$ cat config.mk
export PLATFORM = sky130hd
export DESIGN_NAME = mem_port_arbiter
export DESIGN_NICKNAME = d
export VERILOG_FILES = /design/src/rtl/mem_port_arbiter.sv
export SDC_FILE = /design/constraint.sdc
export NUM_CORES = 1
export LEC_CHECK = 0
export ABC_AREA = 0
export CORE_AREA = 2 2 127 129
export CTS_BUF_LIST = sky130_fd_sc_hd__clkbuf_4 sky130_fd_sc_hd__clkbuf_8
export DETAILED_ROUTE_END_ITERATION = 6
export DIE_AREA = 0 0 129 131
export GPL_TIMING_DRIVEN = 0
export PLACE_DENSITY = 0.64
export REMOVE_ABC_BUFFERS = 1
export SLEW_MARGIN = 20
export SYNTH_ARGS = -nofsm -noshare
export SYNTH_HDL_FRONTEND = slang
export SYNTH_SLANG_ARGS = --single-unit
$ cat constraint.sdc
create_clock -name clk -period 4.15 [get_ports clk]
set_input_delay 0.83 -clock clk [delete_from_list [all_inputs] [get_ports clk]]
set_output_delay 0.83 -clock clk [all_outputs]
set_load 0.03 [all_outputs]
$ cat src/rtl/mem_port_arbiter.sv
// Two-requester arbiter for a shared memory read port and write port, each with its own
// round-robin pointer. Optional grant/stall counters are built when MEM_ARB_STATS_EN is defined.
module mem_port_arbiter #(
  parameter int unsigned ADDR_W = 32,
  parameter int unsigned DATA_W = 32,
  parameter int unsigned RD_LAT = 1
) (
  input  logic              clk,
  input  logic              reset,
  input  logic              r0_valid,
  input  logic              r0_we,
  input  logic [ADDR_W-1:0] r0_addr,
  input  logic [DATA_W-1:0] r0_wdata,
  output logic              r0_ready,
  output logic              r0_rvalid,
  output logic [DATA_W-1:0] r0_rdata,
  input  logic              r1_valid,
  input  logic              r1_we,
  input  logic [ADDR_W-1:0] r1_addr,
  input  logic [DATA_W-1:0] r1_wdata,
  output logic              r1_ready,
  output logic              r1_rvalid,
  output logic [DATA_W-1:0] r1_rdata,
`ifdef MEM_ARB_STATS_EN
  output logic [31:0]       stat_grants0,
  output logic [31:0]       stat_grants1,
  output logic [31:0]       stat_stalls,
`endif
  output logic [ADDR_W-1:0] mem_raddr,
  input  logic [DATA_W-1:0] mem_rdata,
  output logic              mem_wen,
  output logic [ADDR_W-1:0] mem_waddr,
  output logic [DATA_W-1:0] mem_wdata
);

  logic rd_c0, rd_c1, wr_c0, wr_c1;
  logic rd_gnt0, rd_gnt1, wr_gnt0, wr_gnt1;
  logic rd_last_q, rd_last_d, wr_last_q, wr_last_d;
  logic [RD_LAT-1:0] trk_vld_q, trk_vld_d, trk_own_q, trk_own_d;

  // A pointer value of 1 means requester 1 won the last contest, so requester 0 wins the next.
  always_comb begin
    rd_c0     = r0_valid & ~r0_we;
    rd_c1     = r1_valid & ~r1_we;
    wr_c0     = r0_valid & r0_we;
    wr_c1     = r1_valid & r1_we;
    rd_gnt0   = 1'b0;
    rd_gnt1   = 1'b0;
    wr_gnt0   = 1'b0;
    wr_gnt1   = 1'b0;
    rd_last_d = rd_last_q;
    wr_last_d = wr_last_q;
    if (!reset) begin
      if (rd_c0 && rd_c1) begin
        rd_gnt0   = rd_last_q;
        rd_gnt1   = ~rd_last_q;
        rd_last_d = ~rd_last_q;
      end else begin
        rd_gnt0 = rd_c0;
        rd_gnt1 = rd_c1;
      end
      if (wr_c0 && wr_c1) begin
        wr_gnt0   = wr_last_q;
        wr_gnt1   = ~wr_last_q;
        wr_last_d = ~wr_last_q;
      end else begin
        wr_gnt0 = wr_c0;
        wr_gnt1 = wr_c1;
      end
    end
  end

  assign r0_ready  = rd_gnt0 | wr_gnt0;
  assign r1_ready  = rd_gnt1 | wr_gnt1;
  assign mem_raddr = rd_gnt0 ? r0_addr : (rd_gnt1 ? r1_addr : '0);
  assign mem_wen   = wr_gnt0 | wr_gnt1;
  assign mem_waddr = wr_gnt0 ? r0_addr : (wr_gnt1 ? r1_addr : '0);
  assign mem_wdata = wr_gnt0 ? r0_wdata : (wr_gnt1 ? r1_wdata : '0);

  // Response tracker: stage 0 takes the current read grant, the top stage lines up with mem_rdata.
  always_comb begin
    trk_vld_d = RD_LAT'({trk_vld_q, rd_gnt0 | rd_gnt1});
    trk_own_d = RD_LAT'({trk_own_q, rd_gnt1});
  end

  assign r0_rvalid = ~reset & trk_vld_q[RD_LAT-1] & ~trk_own_q[RD_LAT-1];
  assign r1_rvalid = ~reset & trk_vld_q[RD_LAT-1] & trk_own_q[RD_LAT-1];
  assign r0_rdata  = r0_rvalid ? mem_rdata : '0;
  assign r1_rdata  = r1_rvalid ? mem_rdata : '0;

  always_ff @(posedge clk) begin
    if (reset) begin
      rd_last_q <= 1'b1;
      wr_last_q <= 1'b1;
      trk_vld_q <= '0;
      trk_own_q <= '0;
    end else begin
      rd_last_q <= rd_last_d;
      wr_last_q <= wr_last_d;
      trk_vld_q <= trk_vld_d;
      trk_own_q <= trk_own_d;
    end
  end

`ifdef MEM_ARB_STATS_EN
  localparam int unsigned STAT_W = 32;

  logic              stall_c;
  logic [STAT_W-1:0] grants0_q, grants0_d, grants1_q, grants1_d, stalls_q, stalls_d;

  // Saturating counters; a stall is any cycle where a valid requester is held off.
  always_comb begin
    stall_c   = (r0_valid & ~r0_ready) | (r1_valid & ~r1_ready);
    grants0_d = grants0_q;
    grants1_d = grants1_q;
    stalls_d  = stalls_q;
    if (r0_ready && (grants0_q != '1)) grants0_d = grants0_q + STAT_W'(1);
    if (r1_ready && (grants1_q != '1)) grants1_d = grants1_q + STAT_W'(1);
    if (stall_c && (stalls_q != '1))   stalls_d  = stalls_q + STAT_W'(1);
  end

  always_ff @(posedge clk) begin
    if (reset) begin
      grants0_q <= '0;
      grants1_q <= '0;
      stalls_q  <= '0;
    end else begin
      grants0_q <= grants0_d;
      grants1_q <= grants1_d;
      stalls_q  <= stalls_d;
    end
  end

  assign stat_grants0 = grants0_q;
  assign stat_grants1 = grants1_q;
  assign stat_stalls  = stalls_q;
`endif

endmodule

# Word-level counts from Yosys, hierarchy flattened
# Cells that the tools add are included.
# totals
latch_bits,0
rom_bits,0
reg_bits,4
ram_bits,0
in_bits,166
output_inout_bits,165
mem_count,0
# classes
div_mod_pow,0
mux,16
eq_ne,0
n_mul,0
n_addsub,0
n_lt_le_gt_ge,0
shifts,0
n_bitwise,17
n_reduce_logical,2
# ops
op,n
2-to-1 mux 32 bit,8
2-to-1 mux 1 bit,8
AND 1 bit,7
NOT 1 bit,6
bitwise OR 1 bit,4
logical AND 1 bit,2

# Longest topological paths before layout
# logic_depth
word_depth,7
mapped_depth,5
mapped_depth_nobuf,3

# Least setup slack after synthesis
# No wires, ideal clock.
# synth_path
kind,input port to output port
startpoint,in r1_we
endpoint,out r0_ready
t_arrival_ps,1975
required_ps,3320
path_stages,5
slack_ps,1345
path_cell_list,and3b_1 -> or2_1 -> buf_6 -> buf_6 -> a21oi_1
# synth_between
elab_chain_cells,6
word_cells_on_any_way,10
classes_between,mux (4); bitwise (4); reduce/logical (2)
# synth_rtl
item,line,text
from (decl),18,"input logic r1_we,"
NOT 1 bit,44,rd_c1 = r1_valid & ~r1_we;
AND 1 bit,44,
logical AND 1 bit,54,if (rd_c0 && rd_c1) begin
2-to-1 mux 1 bit,54,
2-to-1 mux 1 bit,53,if (!reset) begin
bitwise OR 1 bit (*),73,assign r0_ready = rd_gnt0 | wr_gnt0;
to (decl),14,"output logic r0_ready,"
# Mark *: on every way between the ends. The rest lies on a longest branch, timed or not.

# Worst setup path after layout
# layout_path
startpoint,in r0_valid
endpoint,out mem_waddr[5]
# layout_between
elab_chain_cells,6
word_cells_on_any_way,8
classes_between,mux (6); bitwise (1); reduce/logical (1)
# layout_rtl
item,line,text
from (decl),10,"input logic r0_valid,"
AND 1 bit (*),45,wr_c0 = r0_valid & r0_we;
logical AND 1 bit,62,if (wr_c0 && wr_c1) begin
2-to-1 mux 1 bit,62,
2-to-1 mux 1 bit,53,
2-to-1 mux 32 bit,77,assign mem_waddr = wr_gnt0 ? r0_addr : (wr_gnt1 ? r1_addr : '0);
2-to-1 mux 32 bit (*),77,
to (decl),32,"output logic [ADDR_W-1:0] mem_waddr,"
# Marks and branches as above.

==> flow_metrics.py <==
metrics = {
    "final_layout": {
        "layout.cells.most_common_list": "clkdlybuf4s50_1 (326), nand2b_1 (66), and2_1 (64), o22ai_1 (36), a22o_1 (32)",
        "areaGrowthSynthToFinish_pct": 171.5,
        "nFillCells": 1603,
        "fin_util_pct": 36.63,
        "final_common_cell": "clkdlybuf4s50_1",
        "diodes": 0,
        "drive_gt1_share_pct": 8.403,
        "layout.nets": 763,
    },
    "critical_path": {
        "worstPathArrival_ns": 3.24,
        "r2r_slack_ns": 3.08,
        "path_max_fanout": 25,
        "crit_start": "r0_valid",
        "criticalPathCategory": "in2out",
        "cp-start-kind": "primary input",
        "rr_startpoint": "wr_last_q$_SDFFE_PP1P_",
        "reg2reg_depth": 2,
        "rr_endpoint": "wr_last_q$_SDFFE_PP1P_",
        "endpoint_kind": "output port",
        "cp_data_required_time_ns": 3.32,
    },
    "die": {
        "ioPinCount": 331,
        "fp.dieH_microns": 131,
        "initial_core_util_pct": 13.49,
        "die_x_microns": 129,
        "core_sq_um": 15600,
        "rows": 46,
        "dieArea_sq_um": 16900,
    },
    "clock_network": {
        "h-tree-depth": 1,
        "cts_inserted_buffers": 3,
        "cts.sinks": 4,
        "root_buffer": "clkbuf_8",
        "insertion_delay_ns": 0.22,
        "cts_tree": "done",
        "clockBufferDepth": 2,
        "holdBufCountCts": 0,
        "clk_pin_slew_ns": 0.03,
    },
    "synthesis": {
        "yosysWarnings": 0,
        "yosysTopAreaCell": "nand2b_1",
        "synth-seq-area-share_pct": 3.805,
        "yosysTopAreaCellShare_pct": 19.62,
        "syn_area_per_cell_sq_um": 7.358,
        "syn_inst": 286,
        "yosys-top-cells-area": "nand2b_1 (20%), and2_1 (19%), o22ai_2 (17%), a22o_1 (13%), o22ai_1 (11%)",
        "syn_area_sq_um": 2105,
        "ys_ff_latch": 4,
        "synth_cell_types": 25,
    },
    "detailed_routing": {
        "totalWireLength_mm": 12.78,
        "drc_errors": 0,
        "vias": 3478,
        "drt_first_iter_violations": 130,
        "detail-route-antenna-nets": 0,
        "firstDrtPassIters": 4,
        "wl_per_cell_microns": 15.76,
        "vias_per_cell": 4.289,
    },
    "global_routing": {
        "grt_use_total_pct": 12.84,
        "gr-total-overflow": 0,
        "grt_pass1_wl_mm": 17.35,
        "first_global_vias": 3288,
        "grt_max_degree": 42,
        "antenna_found_initial": 0,
    },
    "run": {
        "max-cap-violations": 0,
    },
    "worst_hold_path": {
        "hold_depth": 2,
        "holdPathEnd": "rd_last_q$_SDFFE_PP1P_",
        "hp-class": "reg2reg",
        "hold_start": "rd_last_q$_SDFFE_PP1P_",
    },
    "place": {
        "io_buffers": 330,
        "gp_congestion": 0.7284,
        "dp_hpwl_mm": 10.52,
    },
    "sta": {
        "finalSetupViolations": 0,
        "hold_slack_ns": 0.6722,
        "fin_skew_ns": 0.00004530,
        "relSlewSlack_pct": 58.02,
        "max_freq_mhz": 246.0,
        "worst_slew_pin_slew_ns": 0.6290,
        "post-route-period-util_pct": 97.97,
        "maxSlewViolCount": 0,
        "finalCriticalPeriod_ns": 4.066,
        "rsz0062_at_grt": "no",
        "hold_viol_final": 0,
    },
    "power_and_ir_drop": {
        "p_per_area_nw_per_um2": 120.4,
        "ir_worst_vdd_uv": 69.70,
        "leakagePower_uw": 0.002027,
    },
    "status": {
        "status": "finished, final reports clean",
    },
}
Yosys cell counts:
cell      instances
a22o_1           32
and3b_1           2
o22ai_2          28
or3b_1            1
and2_1           64
inv_1             1
nand2_1           2
a21oi_1           4
o22ai_1          36
nor2_1            1
nor3_1            2
nor3b_2           1
buf_2            14
o21ai_0           2
buf_6             7
nand2b_1         66
clkbuf_1         12
a311oi_2          1
dfxtp_1           4
nor3_2            1
o21bai_2          1
or3b_2            1
or2_1             1
a31o_2            1
o21bai_1          1
cell families (layout without fill, tap and decap cells):
kind of cell	Yosys count	in the layout	share of synthesized area [%]
compound gates	106	106	44.11
buf+inv	34	343	9.394
simple gates	142	142	42.69
flops	4	4	3.805
metrics by stage:
step | setup TNS (ns) | total power [uW] | std cells | setup slack (ns) | area, sq um
2_1_floorplan | 0 | 278.9 | 253 | 0.5939 | 1911
3_3_place_gp | -194.64 | 583.2 | 799 | -1.960 | 5484
3_5_place_dp | 0 | 604.9 | 806 | 0.01374 | 5639
4_1_cts | 0 | 692.7 | 809 | 0.005552 | 5680
5_1_grt | 0 | 725.1 | 811 | 0.002448 | 5713
6_report | 0 | 687.8 | 811 | 0.08415 | 5713
critical path, stage by stage:
cell and delay [ns]:
clkdlybuf4s50_1 0.58, nand2_1 0.19, or2_2 0.48, buf_12 0.22
o22ai_2 0.18, clkdlybuf4s50_1 0.72
report_power, final:
part	switching [uW]	leakage, uW	internal [uW]
combinational	264	0.00197	299
clock	20.7	0.0000216	61.9
sequential	1.77	0.0000328	40.5
total	286	0.00203	402
cell type report:
class | instances | area, sq um | share of cell area, %
Timing Repair Buffer | 339 | 3438 | 60.18
Multi-Input combinational cell | 248 | 1879 | 32.90
Tap cell | 216 | 270.3 | 4.731
Sequential cell | 4 | 80.08 | 1.402
Clock buffer | 3 | 41.29 | 0.7227
Inverter | 1 | 3.754 | 0.06570
sequential cells by signal, indices dropped and copies added (netlist names):
| name | flops |
|---|---|
| rd_last_q | 1 |
| trk_own_q | 1 |
| trk_vld_q | 1 |
| wr_last_q | 1 |
layer usage:
layer	part of all wire [%]	vias up	GRT usage [%]
met2	50	212	23.50
met3	10	18	4.194
met5	0	-	0
met1	38	1579	14.61
met4	1.7	0	2.685
li1	-	1669	-
how the worst max path moves through the flow:
stage / cells after the start / end / slack, ns
2_1_floorplan: 3 / mem_raddr[31] / 0.59
3_3_place_gp: 4 / mem_wdata[30] / -1.96
3_5_place_dp: 5 / r1_rdata[28] / 0.01
4_1_cts: 5 / r1_rdata[28] / 0.006
5_1_grt: 6 / mem_waddr[2] / 0.002
6_report: 6 / mem_waddr[5] / 0.08
what timing repair did:
action | in CTS | in global routing
endpoints found under the setup margin | 0 | 34
endpoints found under the hold margin | 0 | 0
setup buffers | 0 | 2
gates resized for setup | 0 | 5
(Power assumes the default switching activity.)
